===== src/rtl/pam_tx.sv =====
// PAM symbol transmitter: alternating preamble, then valid/ready symbols mapped to
// signed PAM levels and held for SPS samples. Define PAM_TX_GRAY_EN for Gray-coded in_data.
module pam_tx #(
  parameter int OWIDTH       = 14,
  parameter int BITS_PER_SYM = 2,
  parameter int SPS          = 8,
  parameter int LEVEL_STEP   = 2048,
  parameter int PREAMBLE_LEN = 16
) (
  input  logic                    clk,
  input  logic                    rst,
  input  logic                    start,
  input  logic [BITS_PER_SYM-1:0] in_data,
  input  logic                    in_valid,
  output logic                    in_ready,
  output logic [OWIDTH-1:0]       out,
  output logic                    out_valid,
  output logic                    sym_strobe,
  output logic                    busy
);

  localparam int M  = 2 ** BITS_PER_SYM;
  localparam int PW = (SPS > 1) ? $clog2(SPS) : 1;
  localparam int CW = (PREAMBLE_LEN > 1) ? $clog2(PREAMBLE_LEN) : 1;
  localparam logic [PW-1:0]            PH_LAST  = PW'(SPS - 1);
  localparam logic [CW-1:0]            CNT_LAST = CW'(PREAMBLE_LEN - 1);
  localparam logic signed [OWIDTH-1:0] PEAK     = OWIDTH'((M - 1) * LEVEL_STEP);

  typedef enum logic [1:0] {IDLE, PREAMBLE, DATA} state_t;

  state_t            state, state_nx;
  logic [PW-1:0]     phase, phase_nx;
  logic [CW-1:0]     symcnt, symcnt_nx;
  logic [OWIDTH-1:0] out_nx;
  logic              strobe_nx;
  logic              active_nx;

  function automatic logic [OWIDTH-1:0] level(input logic [BITS_PER_SYM-1:0] sym);
    logic [BITS_PER_SYM-1:0] idx;
`ifdef PAM_TX_GRAY_EN
    for (int unsigned i = 0; i < BITS_PER_SYM; i++) idx[i] = ^(sym >> i);
`else
    idx = sym;
`endif
    return OWIDTH'((2 * int'(idx) - (M - 1)) * LEVEL_STEP);
  endfunction

  // phase/symcnt describe the sample currently on out, so a handshake at the
  // last phase loads the next symbol's first sample directly.
  always_comb begin
    in_ready  = (phase == PH_LAST) &&
                ((state == DATA) || ((state == PREAMBLE) && (symcnt == CNT_LAST)));
    state_nx  = state;
    phase_nx  = phase;
    symcnt_nx = symcnt;
    out_nx    = out;
    strobe_nx = 1'b0;
    case (state)
      IDLE: begin
        phase_nx  = '0;
        symcnt_nx = '0;
        out_nx    = '0;
        if (start) begin
          state_nx  = PREAMBLE;
          out_nx    = PEAK;
          strobe_nx = 1'b1;
        end
      end
      PREAMBLE, DATA: begin
        if (phase != PH_LAST) begin
          phase_nx = phase + 1'b1;
        end else if (in_ready) begin
          phase_nx = '0;
          if (in_valid) begin
            state_nx  = DATA;
            out_nx    = level(in_data);
            strobe_nx = 1'b1;
          end else begin
            state_nx  = IDLE;
            symcnt_nx = '0;
            out_nx    = '0;
          end
        end else begin
          phase_nx  = '0;
          symcnt_nx = symcnt + 1'b1;
          out_nx    = symcnt[0] ? PEAK : -PEAK;
          strobe_nx = 1'b1;
        end
      end
      default: state_nx = IDLE;
    endcase
    active_nx = (state_nx != IDLE);
  end

  always_ff @(posedge clk) begin
    if (rst) begin
      state      <= IDLE;
      phase      <= '0;
      symcnt     <= '0;
      out        <= '0;
      out_valid  <= 1'b0;
      sym_strobe <= 1'b0;
      busy       <= 1'b0;
    end else begin
      state      <= state_nx;
      phase      <= phase_nx;
      symcnt     <= symcnt_nx;
      out        <= out_nx;
      out_valid  <= active_nx;
      sym_strobe <= strobe_nx;
      busy       <= active_nx;
    end
  end

endmodule


===== config.mk =====
export PLATFORM = sky130hd
export DESIGN_NAME = pam_tx
export DESIGN_NICKNAME = d
export VERILOG_FILES = /design/src/rtl/pam_tx.sv
export SDC_FILE = /design/constraint.sdc
export NUM_CORES = 1
export LEC_CHECK = 0
export ABC_CLOCK_PERIOD_IN_PS = 2600
export CAP_MARGIN = 0
export CORE_MARGIN = 2
export CORE_UTILIZATION = 55
export CTS_CLUSTER_DIAMETER = 50
export CTS_CLUSTER_SIZE = 20
export DETAILED_ROUTE_END_ITERATION = 6
export DONT_BUFFER_PORTS = 1
export PLACE_DENSITY_LB_ADDON = 0.1
export SLEW_MARGIN = 30
export SYNTH_ARGS = -nofsm -noshare
export SYNTH_HDL_FRONTEND = slang
export SYNTH_SLANG_ARGS = --single-unit
export TNS_END_PERCENT = 50

===== constraint.sdc =====
create_clock -name clk -period 2.6 [get_ports clk]
set_input_delay 0.52 -clock clk [delete_from_list [all_inputs] [get_ports clk]]
set_output_delay 0.52 -clock clk [all_outputs]
set_load 0.1 [all_outputs]

* Yosys cells after proc, flatten, opt, wreduce, memory -nomap -nowiden
Index checks and enable logic that the tools add are counted.
** Word-level totals
- Register bits after elaboration :: 25
- Input bits :: 6
** Cells by class
- $add $sub $neg :: 3
- Equal/unequal tests :: 7
- Multiplexer cells :: 22
- Reductions and logical operators :: 9
** Operator list (count)
- two-way mux 14 bit :: 4
- case mux 14 bit (2 select lines) :: 1
- two-way mux 13 bit :: 1
- two-way mux 4 bit :: 3
- two-way mux 2 bit :: 4
- case mux 4 bit (2 select lines) :: 1
- inequality test 3 bit (second input constant) :: 2
- case mux 3 bit (2 select lines) :: 1
- adder 4 x 1 -> 4 bit (second input constant) :: 1
- == test 4 bit (second input constant) :: 1
- two-way mux 1 bit :: 4
- case mux 2 bit (2 select lines) :: 1
- nonzero test 2 bit :: 2
- adder 3 x 1 -> 3 bit (second input constant) :: 1
- == test 3 bit (second input constant) :: 1
- two-way mux 3 bit :: 1
- AND reduction 3 bit :: 1
- subtractor 3 x 2 -> 3 bit (second input constant) :: 1
- == test 2 x 1 -> 1 bit (second input constant) :: 1
- == test 2 bit (second input constant) :: 1
- logical AND 1 bit :: 2
- logical NOT 2 bit :: 1
- inequality test 2 bit (second input constant) :: 1
- case mux 1 bit (2 select lines) :: 1
- 3 further kinds :: 3

* Logic depth before layout (Yosys ltp)
Gate-level depths: netlist of the first run.
- Depth in word-level cells :: 8
- Mapped depth :: 6
- Gate-level depth less buffers :: 5

* Worst setup path before layout of the first run
Ideal clock, no wire load.
- Path type :: reg-to-output
- From :: register symcnt[0]
- To :: output in_ready
- Data arrival time :: 2.261 ns
- Slack :: -0.181 ns
- Stages on the path, launching flop included :: 5
- Path buffers :: 1
- Cell sequence :: dfxtp_1 -> ha_1 -> a41oi_2 -> buf_4 -> nor2_1
** On the way
- Word-level cells in the longest chain between the ends :: 4
** RTL lines
- start, declared :: line 33 : logic [CW-1:0] symcnt, symcnt_nx;
- start signal, assigned :: line 107 : symcnt <= symcnt_nx;
- == test 4 bit :: line 52 : ((state == DATA) || ((state == PREAMBLE) && (symcnt == CNT_LAST)));
- logical AND 1 bit :: line 52
- logical OR 1 bit :: line 52
- logical AND 1 bit :: line 51 : in_ready = (phase == PH_LAST) &&
- end, declared :: line 15 : output logic in_ready,
Every way passes these cells.

* Final worst setup path of the first run
- From :: register phase[0]
- To :: output in_ready
** On the way
- Word-level cells in the longest chain between the ends :: 2
** RTL lines
- start, declared :: line 32 : logic [PW-1:0] phase, phase_nx;
- start signal, assigned :: line 106 : phase <= phase_nx;
- == test 3 bit :: line 51
- logical AND 1 bit :: line 51
Every way passes these cells.

==> results.py, run 1 <==
metrics = {
    "routing": {
        "drt_pass1_iterations": 4,
        "avgViaCountPerCell": 6.21,
        "drt_iter0_markers": 14,
        "via_count": 776,
        "drc": 0,
        "routed_wirelength_microns": 1880,
        "ant_nets": 0,
        "routedWlPerCell_microns": 15.0,
    },
    "run": {
        "cap_violations": 0,
    },
    "floorplan": {
        "num_rows": 14,
        "die_area_sq_um": 2000,
        "core-area_sq_um": 1520,
        "die_height_microns": 44.8,
        "start_util": 0.599,
        "ios": 24,
        "die_w_microns": 44.8,
    },
    "worst_setup_path": {
        "cp-end-kind": "output port",
        "critPathRequiredTime_ps": 2080,
        "reg2reg_from": "state[0]",
        "critPathKind": "reg2out",
        "start_kind": "register",
        "cp.arrival_ps": 1700,
        "cp-startpoint": "phase[0]",
        "cp_max_fo": 7,
    },
    "final_layout": {
        "fill_cells": 139,
        "drive_above_1_share": 0.128,
        "area_growth_pct": 3.29,
        "finalNonFillerCells": 125,
        "final_nets": 124,
        "diodes": 0,
        "final_area_sq_um": 943,
        "ff_latch_area_sq_um": 282,
        "multiInputGateArea_sq_um": 537,
    },
    "clock_tree": {
        "cts_resized": 0,
        "cts_max_level": 1,
        "cts_root_buffer": "clkbuf_4",
        "max-clock-path-buffers": 2,
        "cts_made_buffers": 3,
        "cts_tree": "done",
        "postCtsSetupBuffers": 0,
        "insertion_delay_ps": 270,
        "ctsHoldBuffers": 0,
        "path_clk_slew_ps": 80,
        "clock-sinks": 14,
    },
    "global_route": {
        "grt_util_all_layers": 0.212,
        "grt_max_degree": 15,
        "grt_overflow": 0,
        "grt_pass1_wl_microns": 3150,
        "grt_pass1_vias": 709,
        "grt_antenna_before_repair": 0,
    },
    "placement": {
        "place.gp.congestion": 0.825,
        "hpwl_microns": 1390,
        "placed_cell_area_sq_um": 921,
        "pre_cts_ws_ps": 708,
        "post-place-cells": 122,
        "portBuffers": 0,
    },
    "synthesis": {
        "synth_area_leader_cell": "dfxtp_1",
        "syn-cell-area_sq_um": 913,
        "ys_seq_area_frac": 0.307,
        "synthDistinctLibCells": 41,
        "synth_common_cells": "14 x dfxtp_1, 13 x buf_4, 8 x inv_1, 7 x ha_1",
        "synth-async-reset-ratio": 0,
        "synth.top_cell.area_share": 0.307,
        "ys.flop_type": "dfxtp_1",
        "synth-seq-cells": 14,
        "synthMostInstantiatedCell": "dfxtp_1",
        "yosysWarnings": 0,
        "syn_avg_cell_area_sq_um": 8.78,
        "ys_top_cells_by_area": "dfxtp_1 31%, buf_4 11%, ha_1 9.6%, o211ai_1 4.1%, inv_1 3.3%",
        "syn_inst": 104,
        "synth_edf_count": 0,
    },
    "timing": {
        "fmaxAchievable_ghz": 0.451,
        "finalWorstSetupSlack_ps": 384,
        "finalCriticalPeriod_ps": 2220,
        "setup_viol": 0,
        "finalClockSkew_ps": 0.970,
        "maxSlewHeadroom": 0.640,
        "timing_hold_violations_final": 0,
        "worst_pin_slew_ps": 544,
        "drv_slew": 0,
        "rsz0062_at_grt": "no",
        "setup_tns_ps": 0,
        "min_period_over_period": 0.852,
        "hold_slack_ps": 303,
    },
    "power_and_ir_drop": {
        "leakagePower_nw": 0.384,
        "p_int_uw": 310,
        "switching_share": 0.441,
        "p_per_area_nw_per_um2": 587,
        "p_switching_uw": 244,
        "ir_drop_mv": 0.352,
        "p_comb_frac": 0.363,
        "seqPwrFrac": 0.416,
        "p_clk_frac": 0.221,
    },
    "status": {
        "status": "finished clean",
    },
    "min_path": {
        "min_from": "rst",
        "hold_class": "in2reg",
    },
}
-- worst paths after layout --
kind	endpoint	cells past startpoint	slack [ps]
max	in_ready	5	380
min reg2reg	phase[1]	2	520
max reg2reg	out[12]	5	730
min	phase[1]	1	300
-- power by group through the flow --
stage / Combinational [mW] / Clock [mW] / Sequential, mW
after detailed placement: 0.200 / 0 / 0.236
after global routing: 0.210 / 0.132 / 0.232
after CTS: 0.200 / 0.126 / 0.231
after floorplan: 0.142 / 0 / 0.287
after global placement: 0.199 / 0 / 0.235
final: 0.201 / 0.122 / 0.230
-- logic make-up (layout without fill, tap and decap cells) --
kind of cell	count (synthesis)	in the layout	share of synthesized area
adder cells (fa/ha/maj)	7	7	0.0959
AND/OR/NAND/NOR	28	28	0.175
flip-flops	14	14	0.307
AO/OA/AOI/OAI	30	30	0.258
multiplexers	1	1	0.0110
buffers and inverters	23	18	0.149
other	1	11	0.00411
-- cells in the final DEF (no fill, tap or decap), types with 2 or more instances in the layout --
cell type,Yosys,layout
dfxtp_1,14,13
conb_1,1,11
inv_1,8,8
ha_1,7,7
buf_4,13,7
a21oi_1,5,5
o211ai_1,5,5
nor2_1,5,4
nor3_1,3,3
or3_1,3,3
nand2_1,3,3
o2111ai_1,3,3
clkbuf_4,0,3
nor2b_1,2,2
nand2b_1,2,2
a311oi_1,2,2
a22oi_1,2,2
nor4_1,2,2
-- worst max-delay path, cell delays in order, from the launching register on --
cell and delay, ps:
dfxtp_1 360, ha_1 160, ha_1 280, inv_1 180, nor2_2 140, buf_4 300
-- sequential cells by signal (all words and copies together) (netlist names) --
register,count
busy,1
phase,3
sym_strobe,1
out,3
symcnt,4
state,2
-- routing by layer --
| layer | vias to the layer above | share of wire | GRT usage |
|---|---|---|---|
| met2 | 32 | 0.45 | 0.330 |
| met5 | - | 0 | 0 |
| met1 | 361 | 0.46 | 0.282 |
| met4 | 0 | 0.015 | 0.0909 |
| li1 | 377 | - | - |
| met3 | 6 | 0.075 | 0.0440 |
-- metrics by stage --
stage	power [mW]	util
2_1_floorplan	0.429	-
3_3_place_gp	0.434	0.604
3_5_place_dp	0.435	0.604
4_1_cts	0.557	0.619
5_1_grt	0.575	0.619
6_report	0.554	0.619
-- layout make-up --
class	count	area share
clock buffer	3	0.0239
timing repair buffer	7	0.0557
tap	16	0.0212
sequential	14	0.298
multi-input combinational	77	0.569
inverter	8	0.0318
Power figures use the tool's default switching activity.
==> run 2: changes to the inputs <==
- SLEW_MARGIN: 30 -> 20
==> results of run 2 <==
Final layout, timing and power as in run 1 (identical DEF).
